**src/rtl/rd_wr_arb_pkg.sv**
```systemverilog
// Shared types and constants for the read/write port arbiter.
package rd_wr_arb_pkg;

   typedef enum logic [1:0] {
      IDLE  = 2'd0,
      READ  = 2'd1,
      WRITE = 2'd2
   } arb_state_e;

   localparam int RD_LEN_DEFAULT = 2;
   localparam int CNT_W          = 4;

   // Down-counter reload value: the grant cycle itself is the first of RD_LEN read cycles.
   function automatic logic [CNT_W-1:0] rd_cnt_load(input int len);
      return CNT_W'(len - 1);
   endfunction

endpackage

```
**src/rtl/rd_wr_arbiter_arb_rr2.sv**
```systemverilog
// Two-way round-robin picker: req[0]=read, req[1]=write; last=1 means write won most recently.
module arb_rr2 (
   input  logic [1:0] req,
   input  logic       last,
   output logic [1:0] pick
);

   // One-hot pick; on contention the requester that did not win last time is chosen.
   always_comb begin
      pick = 2'b00;
      case (req)
         2'b01:   pick = 2'b01;
         2'b10:   pick = 2'b10;
         2'b11:   pick = last ? 2'b01 : 2'b10;
         default: pick = 2'b00;
      endcase
   end

endmodule

```
**src/rtl/rd_wr_arbiter.sv**
```systemverilog
// Arbitrates one read and one write requester onto a shared port; reads hold rd for RD_LEN cycles,
// writes strobe wr for one cycle, and at least one IDLE cycle separates consecutive operations.
module rd_wr_arbiter
   import rd_wr_arb_pkg::*;
#(
   parameter int RD_LEN = RD_LEN_DEFAULT,
   parameter int ADDR_W = 8,
   parameter int DATA_W = 8
) (
   input  logic              clk,
   input  logic              rst,
   input  logic              rd_req,
   input  logic [ADDR_W-1:0] rd_addr,
   input  logic              wr_req,
   input  logic [ADDR_W-1:0] wr_addr,
   input  logic [DATA_W-1:0] wr_data,
   output logic              rd_gnt,
   output logic              wr_gnt,
   output logic              rd,
   output logic              wr,
   output logic [ADDR_W-1:0] addr,
   output logic [DATA_W-1:0] wdata,
   output logic              busy
);

   localparam logic [CNT_W-1:0] CNT_LOAD = rd_cnt_load(RD_LEN);

   arb_state_e        state_r,  state_s;
   logic [CNT_W-1:0]  cnt_r,    cnt_s;
   logic              last_wr_r, last_wr_s;
   logic              rd_r,     rd_s;
   logic              wr_r,     wr_s;
   logic              rd_gnt_r, rd_gnt_s;
   logic              wr_gnt_r, wr_gnt_s;
   logic              busy_r,   busy_s;
   logic [ADDR_W-1:0] addr_r,   addr_s;
   logic [DATA_W-1:0] wdata_r,  wdata_s;
   logic [1:0]        req_s;
   logic [1:0]        pick_s;

   assign req_s = {wr_req, rd_req};

   arb_rr2 u_pick (
      .req  (req_s),
      .last (last_wr_r),
      .pick (pick_s)
   );

   // Next-state and next-output logic; strobes default low so every operation ends cleanly.
   always_comb begin
      state_s   = state_r;
      cnt_s     = cnt_r;
      last_wr_s = last_wr_r;
      rd_s      = 1'b0;
      wr_s      = 1'b0;
      rd_gnt_s  = 1'b0;
      wr_gnt_s  = 1'b0;
      addr_s    = addr_r;
      wdata_s   = wdata_r;
      case (state_r)
         IDLE: begin
            if (pick_s[0]) begin
               state_s   = READ;
               cnt_s     = CNT_LOAD;
               last_wr_s = 1'b0;
               rd_s      = 1'b1;
               rd_gnt_s  = 1'b1;
               addr_s    = rd_addr;
            end else if (pick_s[1]) begin
               state_s   = WRITE;
               last_wr_s = 1'b1;
               wr_s      = 1'b1;
               wr_gnt_s  = 1'b1;
               addr_s    = wr_addr;
               wdata_s   = wr_data;
            end else begin
               state_s   = IDLE;
            end
         end
         READ: begin
            if (cnt_r == 4'd0) begin
               state_s = IDLE;
            end else begin
               cnt_s   = cnt_r - 4'd1;
               rd_s    = 1'b1;
            end
         end
         WRITE: begin
            state_s = IDLE;
         end
         default: begin
            state_s = IDLE;
            cnt_s   = 4'd0;
         end
      endcase
      busy_s = (state_s != IDLE);
   end

   // State, counter and output registers; reset aborts any operation in flight.
   always_ff @(posedge clk or posedge rst) begin
      if (rst) begin
         state_r   <= IDLE;
         cnt_r     <= 4'd0;
         last_wr_r <= 1'b1;
         rd_r      <= 1'b0;
         wr_r      <= 1'b0;
         rd_gnt_r  <= 1'b0;
         wr_gnt_r  <= 1'b0;
         busy_r    <= 1'b0;
         addr_r    <= {ADDR_W{1'b0}};
         wdata_r   <= {DATA_W{1'b0}};
      end else begin
         state_r   <= state_s;
         cnt_r     <= cnt_s;
         last_wr_r <= last_wr_s;
         rd_r      <= rd_s;
         wr_r      <= wr_s;
         rd_gnt_r  <= rd_gnt_s;
         wr_gnt_r  <= wr_gnt_s;
         busy_r    <= busy_s;
         addr_r    <= addr_s;
         wdata_r   <= wdata_s;
      end
   end

   assign rd     = rd_r;
   assign wr     = wr_r;
   assign rd_gnt = rd_gnt_r;
   assign wr_gnt = wr_gnt_r;
   assign busy   = busy_r;
   assign addr   = addr_r;
   assign wdata  = wdata_r;

endmodule

```
**config.mk**
```make
export PLATFORM = sky130hd
export DESIGN_NAME = rd_wr_arbiter
export DESIGN_NICKNAME = d
export VERILOG_FILES = /design/src/rtl/rd_wr_arb_pkg.sv /design/src/rtl/rd_wr_arbiter_arb_rr2.sv /design/src/rtl/rd_wr_arbiter.sv
export SDC_FILE = /design/constraint.sdc
export NUM_CORES = 1
export LEC_CHECK = 0
export BUFFER_PORTS_ARGS = -buffer_cell sky130_fd_sc_hd__buf_2
export CAP_MARGIN = 15
export CELL_PAD_IN_SITES_DETAIL_PLACEMENT = 1
export CELL_PAD_IN_SITES_GLOBAL_PLACEMENT = 1
export CORE_MARGIN = 3
export CORE_UTILIZATION = 36
export CTS_CLUSTER_SIZE = 28
export DETAILED_ROUTE_END_ITERATION = 6
export PLACE_DENSITY_LB_ADDON = 0.1
export SLEW_MARGIN = 20
export SYNTH_ARGS = -nofsm -noshare
export SYNTH_HDL_FRONTEND = slang
export SYNTH_SLANG_ARGS = --single-unit
```
**constraint.sdc**
```tcl
create_clock -name clk -period 2 [get_ports clk]
set_input_delay 0.3 -clock clk [delete_from_list [all_inputs] [get_ports clk]]
set_output_delay 0.3 -clock clk [all_outputs]
set_load 0.005 [all_outputs]
```
==> flow_metrics.tcl <==
set metrics [dict create \
    result_of_the_run "finished clean" \
    die_width_microns 66.0 \
    static-leakage-power_nw 0.788 \
    routabilityCongestion 0.759 \
    worst_r2r_path_depth 3 \
    power_per_cell_area_nw_per_um2 1420 \
    cts_max_level 1 \
    rsz0062_at_grt "no" \
    dieArea_sq_um 4360 \
    worst_r2r_endpoint "wdata[1]" \
    viasPerCell 5.09 \
    ys_seq_elements 27 \
    dieHeight_microns 66.0 \
    finalCriticalPeriod_ns 1.56 \
    grt_antenna_before_repair 0 \
    maxCapViolations 0 \
    worstHoldPathType "in2async" \
    reg2reg_from "state_r[0]" \
    timing.setup.tns_ns 0 \
    finish.net_count 195 \
    mostFrequentLayoutCell "sky130_fd_sc_hd__buf_2" \
    yosys_warnings 0 \
    globalRouteTotalUtil_pct 15.2 \
    grt_pass1_vias 1128 \
    timing.critical_path.to_type "flip-flop" \
    max_freq_mhz 643 \
    netlist-cell-type-count 34 \
    tritoncts.num_buffers 3 \
    critical_path_peak_fanout 10 \
    boundaryPins 49 \
    tightestPinTransition_ns 0.549 \
    diodes 0 \
    drt.antenna.violating_nets 0 \
    detailed_place_hpwl_mm 2.25 \
    route.detailed.drc 0 \
    synth_sequential_area_ratio_pct 52.2 \
    hold_buffers 0 \
    vias 1068 \
    placeableCoreArea_sq_um 3390 \
    worst_ir_drop_vdd_mv 0.528 \
    worst-endpoint-arrival_ns 1.77 \
    syn_inst 116 \
    reg2reg_setup_slack_ns 0.44 \
    finalClockSkew_ns 0.000900 \
    grt_max_degree 28 \
    io_buffers 48 \
    dpl_cell_area_sq_um 1580 \
    placementRows 21 \
    drt-total-wl_mm 2.99 \
    cts_repair_resize_count 0 \
    synth_area_per_cell_sq_um 11.2 \
    avgRoutedWirePerCell_microns 14.2 \
    cts_tree "built" \
    maxSlewViolCount 0 \
    first_iter_violations 47 \
    insertion_delay_ns 0.31 \
    hold_violations 0 \
    clockRootBuffer "sky130_fd_sc_hd__clkbuf_4" \
    grt_remaining_overflow 0 \
    global_route_wire_length_before_repair_mm 5.17 \
    tritoncts_num_sinks 27 \
    combined_area_of_all_synthesized_cells_sq_um 1300 \
    finalPower_mw 2.27 \
    postSynthNetCount 146 \
    initial_core_util_pct 38.2 \
    stdcell_area_sq_um 1600 \
    worst_ep_required_time_ns 2.22 \
    clkSlewWorstSetupHoldPaths_ns 0.13 \
    cts.path.max_buffers 2 \
    timing_worst_setup_path_type "reg2reg" \
    detail_route.first_pass.iterations 4 \
    layout-area-overhead-vs-synth_pct 23.6 \
    setup-violations-final 0 \
    cp-start-kind "flip-flop" \
    cts.repair_timing.setup_buffer_count 0 \
    layout-drive-gt1-share_pct 41.5 \
    final.hold.worst_slack_ns 0.00918 \
    worst_slew_margin_rel_pct 63.4 \
    mostFrequentLayoutCells "sky130_fd_sc_hd__buf_2, sky130_fd_sc_hd__dfrtp_1, sky130_fd_sc_hd__o21ai_0" \
    final_core_utilization_pct 47.2 \
    final_min_period_over_clock_period_pct 77.8 \
]
area by class of cell:
| class | count | area, sq um |
|---|---|---|
| multi-input combinational | 76 | 552 |
| sequential | 27 | 677 |
| inverter | 5 | 18.8 |
| fill | 391 | 1790 |
| timing repair buffer | 52 | 270 |
| tap | 46 | 57.6 |
| clock buffer | 4 | 26.3 |
kinds of logic after synthesis:
logic type	share of synthesized area [%]
and+or+nand+nor	12.4
DFF	52.2
muxes	10.0
adders and majority gates	1.93
AOI/OAI and AO/OA	18.2
buffers and inverters	5.21
cell usage after synthesis, drive strengths merged:
cell,number,area [sq um]
a31oi,8,50.1
dfstp,1,26.3
and3,3,18.8
nand2,2,7.51
mux2,8,120
o21a,1,7.51
nor2,2,10.0
clkbuf,5,18.8
nand2b,3,18.8
a21o,1,7.51
dfrtp,26,651
a21oi,8,40.0
o31a,1,8.76
a22o,3,27.5
or4,1,7.51
o21ai,12,60.1
ha,2,25.0
o2bb2ai,1,8.76
inv,5,18.8
mux2i,1,10.0
buf,3,30.0
o21ba,1,10.0
o31ai,1,7.51
and2b,1,8.76
nand3,8,40.0
nor2b,2,12.5
or2,1,6.26
and2,3,18.8
a32oi,1,8.76
or3b,1,11.3
metal layers:
metal / vias to the layer above / GRT usage (%) / wire length, microns
met5: - / 0 / 0
met1: 525 / 20.0 / 1430
met3: 4 / 3.91 / 162
met4: 0 / 3.81 / 23
li1: 510 / - / -
met2: 29 / 24.9 / 1370
how the worst max path moves through the flow:
stage	start	endpoint	cells past startpoint
after detailed placement	rd_req	wdata[2]	4
final	state_r[0]	wdata[1]	3
after floorplan	cnt_r[1]	rd	5
after global routing	cnt_r[1]	cnt_r[0]	5
after CTS	state_r[0]	wdata[2]	3
after global placement	rd_req	wdata[4]	4
worst max-delay path: stages, from the launching register on:
cell and delay (ns):
sky130_fd_sc_hd__dfrtp_1 0.45, sky130_fd_sc_hd__nor2_2 0.14, sky130_fd_sc_hd__and3_1 0.52, sky130_fd_sc_hd__mux2_4 0.35
flip-flops by register name, indices dropped and copies added (netlist names):
| register | count |
|---|---|
| busy | 1 |
| rd | 1 |
| rd_gnt | 1 |
| cnt_r | 4 |
| state_r | 2 |
| wdata | 8 |
| last_wr_r | 1 |
| wr_gnt | 1 |
| addr | 8 |
through the flow:
stage	worst slack (ns)	std cells
2_1_floorplan	0.564	116
3_3_place_gp	0.447	206
3_5_place_dp	0.417	206
4_1_cts	0.430	210
5_1_grt	0.331	210
6_report	0.445	210
power breakdown:
part           leakage, nW  switching (mW)  internal, mW
Clock               0.0150           0.151        0.0780
Sequential           0.320           0.163         0.809
Combinational        0.453           0.486         0.584
Total                0.788           0.801          1.47
No activity file was read; power rests on OpenSTA's default activity.
